File: src/rtl/pitch_jump_pkg.sv
// Shared types and helpers for the pitch jump detector.
package pitch_jump_pkg;

  // Metric select applied at each window end.
  typedef enum logic {
    MODE_MAX = 1'b0,
    MODE_AVG = 1'b1
  } mode_e;

  // Decision state: free to fire, or suppressing jumps after one.
  typedef enum logic {
    ST_ACCUM    = 1'b0,
    ST_COOLDOWN = 1'b1
  } state_e;

  // Right-shift a value and clamp it to the largest number that fits in 'width' bits.
  function automatic logic [31:0] sat_shift(input logic [31:0] val,
                                            input int unsigned shift,
                                            input int unsigned width);
    logic [31:0] shifted;
    logic [31:0] limit;
    shifted = val >> shift;
    limit   = (32'd1 << width) - 32'd1;
    return (shifted > limit) ? limit : shifted;
  endfunction

endpackage

File: src/rtl/pjd_window_acc.sv
// Per-window frame statistics: frame counter, voiced counter, bin sum and
// bin maximum. The *_next outputs already include the frame being accepted
// this cycle so the decision at the window-end edge sees the full window.
module pjd_window_acc
  import pitch_jump_pkg::*;
#(
  parameter int LGFFT     = 10,
  parameter int LGWIN     = 7,
  parameter int MAG_W     = 16,
  parameter int MAGTHRESH = 1024
) (
  input  logic                     clk,
  input  logic                     rst,
  input  logic                     i_valid,
  input  logic [LGFFT-2:0]         i_data,
  input  logic [MAG_W-1:0]         i_mag,
  output logic                     win_end,
  output logic [LGWIN:0]           voiced_next,
  output logic [LGFFT-2+LGWIN:0]   acc_next,
  output logic [LGFFT-2:0]         max_next
);

  localparam int BIN_W = LGFFT - 1;
  localparam int ACC_W = BIN_W + LGWIN;
  localparam int VCN_W = LGWIN + 1;

  logic [LGWIN-1:0] frame_r;
  logic [VCN_W-1:0] voiced_r;
  logic [ACC_W-1:0] acc_r;
  logic [BIN_W-1:0] max_r;
  logic             voiced_s;

  // Classify the current frame and form the statistics including it.
  always_comb begin
    voiced_s    = (i_mag >= MAG_W'(MAGTHRESH));
    win_end     = i_valid && (&frame_r);
    voiced_next = voiced_r;
    acc_next    = acc_r;
    max_next    = max_r;
    if (i_valid && voiced_s) begin
      voiced_next = voiced_r + VCN_W'(1'b1);
      acc_next    = acc_r + ACC_W'(i_data);
      max_next    = (i_data > max_r) ? i_data : max_r;
    end else begin
      voiced_next = voiced_r;
    end
  end

  // Advance the statistics on each frame; start fresh once a window completes.
  always_ff @(posedge clk or negedge rst) begin
    if (!rst) begin
      frame_r  <= {LGWIN{1'b0}};
      voiced_r <= {VCN_W{1'b0}};
      acc_r    <= {ACC_W{1'b0}};
      max_r    <= {BIN_W{1'b0}};
    end else if (win_end) begin
      frame_r  <= {LGWIN{1'b0}};
      voiced_r <= {VCN_W{1'b0}};
      acc_r    <= {ACC_W{1'b0}};
      max_r    <= {BIN_W{1'b0}};
    end else if (i_valid) begin
      frame_r  <= frame_r + LGWIN'(1'b1);
      voiced_r <= voiced_next;
      acc_r    <= acc_next;
      max_r    <= max_next;
    end else begin
      frame_r  <= frame_r;
    end
  end

endmodule

File: src/rtl/pitch_jump_detector.sv
// Pitch jump detector: decides once per window of frames whether a sustained
// pitch was voiced and, if so, pulses 'jump' with a quantised height.
// Optional build macro PJD_HOLD_HEIGHT_EN: when defined, 'height' keeps the
// last jump value until the next jump or reset; otherwise it is non-zero only
// during the jump cycle.
module pitch_jump_detector
  import pitch_jump_pkg::*;
#(
  parameter int FFT         = 1024,
  parameter int HFFT        = FFT / 2,
  parameter int LGFFT       = 10,
  parameter int LGWIN       = 7,
  parameter int COUNTTHRESH = 100,
  parameter int ACCUTHRESH  = 32,
  parameter int MAG_W       = 16,
  parameter int MAGTHRESH   = 1024,
  parameter int HEIGHT_W    = 5,
  parameter int HSHIFT      = 3,
  parameter int COOLDOWN    = 2
) (
  input  logic                clk,
  input  logic                rst,
  input  logic                i_valid,
  input  logic [LGFFT-2:0]    i_data,
  input  logic [MAG_W-1:0]    i_mag,
  input  logic                i_mode,
  output logic                jump,
  output logic [HEIGHT_W-1:0] height,
  output logic                o_busy
);

  localparam int BIN_W = $clog2(HFFT);
  localparam int ACC_W = BIN_W + LGWIN;
  localparam int VCN_W = LGWIN + 1;
  localparam int CD_W  = (COOLDOWN > 0) ? $clog2(COOLDOWN + 1) : 1;

  logic                win_end_s;
  logic [VCN_W-1:0]    voiced_next_s;
  logic [ACC_W-1:0]    acc_next_s;
  logic [BIN_W-1:0]    max_next_s;
  logic [BIN_W-1:0]    metric_s;
  logic                qualify_s;
  logic [HEIGHT_W-1:0] height_calc_s;

  state_e              state_r, state_n;
  logic [CD_W-1:0]     cd_cnt_r, cd_cnt_n;
  logic                jump_r, jump_n;
  logic [HEIGHT_W-1:0] height_r, height_n;
  logic                busy_r, busy_n;

  pjd_window_acc #(
    .LGFFT     (LGFFT),
    .LGWIN     (LGWIN),
    .MAG_W     (MAG_W),
    .MAGTHRESH (MAGTHRESH)
  ) u_win (
    .clk         (clk),
    .rst         (rst),
    .i_valid     (i_valid),
    .i_data      (i_data),
    .i_mag       (i_mag),
    .win_end     (win_end_s),
    .voiced_next (voiced_next_s),
    .acc_next    (acc_next_s),
    .max_next    (max_next_s)
  );

  // Window metric, qualification and saturated height from the end-of-window statistics.
  always_comb begin
    if (mode_e'(i_mode) == MODE_AVG) begin
      metric_s = BIN_W'(acc_next_s >> LGWIN);
    end else begin
      metric_s = max_next_s;
    end
    qualify_s     = (32'(voiced_next_s) >= 32'(COUNTTHRESH)) &&
                    (32'(metric_s) >= 32'(ACCUTHRESH));
    height_calc_s = HEIGHT_W'(sat_shift(32'(metric_s) - 32'(ACCUTHRESH), HSHIFT, HEIGHT_W));
  end

  // Next-state and output decisions; only window ends move the machine.
  always_comb begin
    state_n  = state_r;
    cd_cnt_n = cd_cnt_r;
    jump_n   = 1'b0;
`ifdef PJD_HOLD_HEIGHT_EN
    height_n = height_r;
`else
    height_n = {HEIGHT_W{1'b0}};
`endif
    if (win_end_s) begin
      case (state_r)
        ST_ACCUM: begin
          if (qualify_s) begin
            jump_n   = 1'b1;
            height_n = height_calc_s;
            if (COOLDOWN > 0) begin
              state_n  = ST_COOLDOWN;
              cd_cnt_n = CD_W'(COOLDOWN);
            end else begin
              state_n  = ST_ACCUM;
            end
          end else begin
            state_n = ST_ACCUM;
          end
        end
        ST_COOLDOWN: begin
          if (cd_cnt_r <= CD_W'(1'b1)) begin
            state_n  = ST_ACCUM;
            cd_cnt_n = {CD_W{1'b0}};
          end else begin
            cd_cnt_n = cd_cnt_r - CD_W'(1'b1);
          end
        end
        default: begin
          state_n  = ST_ACCUM;
          cd_cnt_n = {CD_W{1'b0}};
        end
      endcase
    end else begin
      state_n = state_r;
    end
    busy_n = (state_n == ST_COOLDOWN);
  end

  // State, cooldown counter and registered outputs.
  always_ff @(posedge clk or negedge rst) begin
    if (!rst) begin
      state_r  <= ST_ACCUM;
      cd_cnt_r <= {CD_W{1'b0}};
      jump_r   <= 1'b0;
      height_r <= {HEIGHT_W{1'b0}};
      busy_r   <= 1'b0;
    end else begin
      state_r  <= state_n;
      cd_cnt_r <= cd_cnt_n;
      jump_r   <= jump_n;
      height_r <= height_n;
      busy_r   <= busy_n;
    end
  end

  assign jump   = jump_r;
  assign height = height_r;
  assign o_busy = busy_r;

endmodule

File: config.mk
export PLATFORM = sky130hd
export DESIGN_NAME = pitch_jump_detector
export DESIGN_NICKNAME = d
export VERILOG_FILES = /design/src/rtl/pitch_jump_pkg.sv /design/src/rtl/pjd_window_acc.sv /design/src/rtl/pitch_jump_detector.sv
export SDC_FILE = /design/constraint.sdc
export NUM_CORES = 1
export LEC_CHECK = 0
export ABC_AREA = 0
export CAP_MARGIN = 20
export CORE_MARGIN = 5
export CORE_UTILIZATION = 66
export CTS_BUF_LIST = sky130_fd_sc_hd__clkbuf_2 sky130_fd_sc_hd__clkbuf_4 sky130_fd_sc_hd__clkbuf_8
export CTS_CLUSTER_SIZE = 14
export DETAILED_ROUTE_END_ITERATION = 6
export DONT_BUFFER_PORTS = 1
export PLACE_DENSITY = 0.82
export SETUP_SLACK_MARGIN = 0.1
export SLEW_MARGIN = 15
export SYNTH_ARGS = -nofsm -noshare
export SYNTH_HDL_FRONTEND = slang
export SYNTH_SLANG_ARGS = --single-unit
File: constraint.sdc
create_clock -name clk -period 3.85 [get_ports clk]
set_input_delay 0.77 -clock clk [delete_from_list [all_inputs] [get_ports clk]]
set_output_delay 0.77 -clock clk [all_outputs]
set_load 0.01 [all_outputs]
==> run summary <==
OpenSTA, run right after detailed placement, puts the worst setup slack at 0.3647 ns. After layout, the worst setup slack is 0.6430 ns. The design draws 2.083 mW.

The latest clock arrival within the worst-skew pair is 0.31 ns. The chip height is 77.65 µm. The final clock skew is 0.007050 ns. After the first detailed-routing iteration, the DRC count stood at 160. The number of gates resized after CTS was 0. The max-slew violation count came out at 0. The total iterations of the first detailed-routing run is 4. For the worst setup path, the data arrival time is 3.42 ns.

The max-cap violation count came out at 0. A synthesized cell averages 9.871 µm². The number of global-route vias before repair is 2090. The routed wirelength normalized by instance count came out at 16.41 µm. The clock tree from TritonCTS is yes. The number of port buffers came out at 0.

The hold-fix buffer count after cts came out at 0. The number of top-level pins came out at 36. In this run the deepest clock path goes through 2 buffers. IR analysis of the VDD net gives a maximum drop of 0.4716 mV. The flop and latch count out of synthesis came out at 49.

The number of standard cells after synthesis came out at 306. The first global-routing pass estimated 9.963 mm of wire. The post-route netlist has 11.11% of its cells at a drive strength greater than 1.

Static timing analysis puts the maximum clock frequency at 311.8 MHz. The number of failing setup endpoints in the final timing report is 0. STA classifies the critical path endpoint as a register. The final weighted congestion of routability-driven global placement came out at 0.9102.

The starting density of the core came out at 68.89%. The routed via count is 2214. The total global-route track usage is 20.40%. After synthesis, the share of flip-flops with an asynchronous set or reset is 100.0%.

The remaining global-route overflow is 0. Yosys printed 0 warnings. The x dimension of the die came out at 77.65 µm. The tightest hold margin came out at 0.1475 ns. The worst setup path category is primary input to register. In this run the remaining antenna-violating nets after routing total 0.

The power per cell area came out at 661.3 mW/mm². Setup repair after global routing left no endpoint under its margin. The floorplan has 24 rows.

The mapped netlist covers 0.003020 mm². The diode insertion count for antenna repair is 0. The number of nets in the layout came out at 356.

The sum of net half-perimeters after detailed placement is 4.170 mm. The total wire length came out at 5.876 mm. Entering global routing, the biggest net connects 50 pins. The placeable core region is 0.004384 mm². The number of synthesized flops with an enable pin is 0. For the final routed database, the setup TNS stands at 0 ns. Of the available clock period, the critical path in the final layout requires 83.30%. The final critical-path required period is 3.207 ns. The tree built by TritonCTS fans out to 49 sinks. The number of setup buffers added after CTS is 0. The vias per cell came out at 6.184.

The startpoint kind of the worst setup timing path is a primary input. Along the worst path, the maximum fanout reaches 7. The total of fill cells in the finished design came out at 335. When the netlist entered floorplanning its net count stood at 357.

The static leakage came out at 1.411 nW. Among all flip-flop cells after synthesis, the most frequent one is dfrtp_1. Clock-pin slew was measured on the worst setup and hold paths at 0.09 ns. The number of H-tree branching levels came out at 2. The initial antenna violation count is 0. The TritonCTS buffer count came out at 5. The worst pin sits at a relative slew slack of 38.36%.

The remaining routing DRC violations is 0. The die footprint came out at 0.006030 mm². The data required time at the worst endpoint is 4.06 ns.

The flow ran to the end, and the final reports show no timing, DRC or antenna violations. The share of the yosys chip area belonging to registers came out at 40.60%. The min-delay analysis places its worst path in the category primary input to async pin. The synthesis-to-finish area growth is 4.267%. The tree is rooted in a clkbuf_8.

The distinct cell type count after synthesis came out at 57. The pin slew with the least headroom to its limit is 0.9246 ns. The hold violation total from the final report came to 0.
## final cells by class
type,count,area [µm²],share of cell area (%)
Multi-Input combinational cell,231,1683,53.44
Sequential cell,49,1226,38.94
Clock buffer,6,82.58,2.622
Tap cell,52,65.06,2.066
Inverter,15,56.30,1.788
Timing Repair Buffer,3,22.52,0.7151
Clock inverter,2,13.76,0.4370
## logic make-up after synthesis
group,count (synthesis),synth area share (%)
buf+inv,26,3.687
simple gates,101,16.24
flops,49,40.60
mux,12,4.350
compound gates,72,18.06
fa+ha+maj,22,9.362
xor+xnor,24,7.705
## Yosys cell counts, types with 2 or more instances
cell      number  area (µm²)
mux2i_1        7       70.07
xnor2_2        2       32.53
nand4_1        7       43.79
mux2_2         3       33.78
a211oi_1       5       37.54
clkbuf_1       4       15.01
a21o_1         5       37.54
nand3_1        8       40.04
xor2_1         9       78.83
nor2_1        36       135.1
clkbuf_2       2       10.01
dfrtp_1       49        1226
o21ai_0       14       70.07
ha_1          21       262.8
xnor2_1       12       105.1
nand2_1       33       123.9
a311oi_1       3       26.28
buf_1          3       11.26
mux2i_2        2       27.53
inv_1         15       56.30
nor3_1         3       15.01
a21oi_1       21       105.1
a22o_1         8       70.07
## final timing paths
kind                                         end  cells after the start  slack, ns        startpoint
worst min register to register  u_win.frame_r[2]                      1       0.51  u_win.frame_r[2]
worst max-delay path                   height[0]                     10       0.64         i_data[0]
worst min-delay path             u_win.acc_r[12]                      0       0.15               rst
max in group asynchronous        u_win.acc_r[14]                      0       3.61               rst
min in group clk                u_win.frame_r[2]                      1       0.51  u_win.frame_r[2]
worst max register to register         height[0]                     10       0.72    u_win.max_r[4]
## metrics by stage
step	utilization [%]	cells	cell area [µm²]
finish	71.83	358	3149
global route	71.83	358	3149
CTS	71.83	358	3149
detailed placement	69.63	350	3053
global placement	69.63	350	3053
floorplan	-	306	3020
## state kept, by name, indices dropped and copies added, names as in the netlist
| signal | flops |
|---|---|
| o_busy | 1 |
| u_win.max_r | 9 |
| u_win.acc_r | 16 |
| cd_cnt_r | 2 |
| u_win.voiced_r | 8 |
| jump | 1 |
| u_win.frame_r | 7 |
| height | 5 |
## where the power goes
group	internal (mW)	total, mW	switching (mW)
Clock	0.146	0.325	0.179
Combinational	0.422	0.928	0.506
Sequential	0.686	0.831	0.145
## worst max-delay path, cell delays in order
cell       delay (ns)
ha_1             0.17
fa_1             0.24
a21oi_1          0.11
nand4b_1         0.28
a2111oi_4        0.49
o211ai_2         0.16
xor2_2           0.20
mux2i_2          0.16
or4_4            0.59
a311oi_1         0.25
## cell usage in the layout (no fill, tap or decap), types with 2 or more instances in the layout
cell,netlist,layout
a211oi_1,5,5
a21o_1,5,5
a21oi_1,21,21
a22o_1,8,8
a311oi_1,3,3
buf_4,1,3
clkbuf_8,0,6
dfrtp_1,49,49
ha_1,21,21
inv_1,15,15
mux2_2,3,3
mux2i_1,7,7
mux2i_2,2,2
nand2_1,33,33
nand3_1,8,8
nand4_1,7,7
nor2_1,36,36
nor3_1,3,3
o21ai_0,14,14
xnor2_1,12,12
xnor2_2,2,2
xor2_1,9,9
## per-layer routing
metal	up-vias	track usage (%)	routed length, µm
met2	50	31.05	2785
met4	0	6.357	67
li1	1087	-	-
met1	1069	28.85	2723
met3	8	4.861	300
met5	-	0	0
Note: power is estimated with default switching activity, not from simulation.
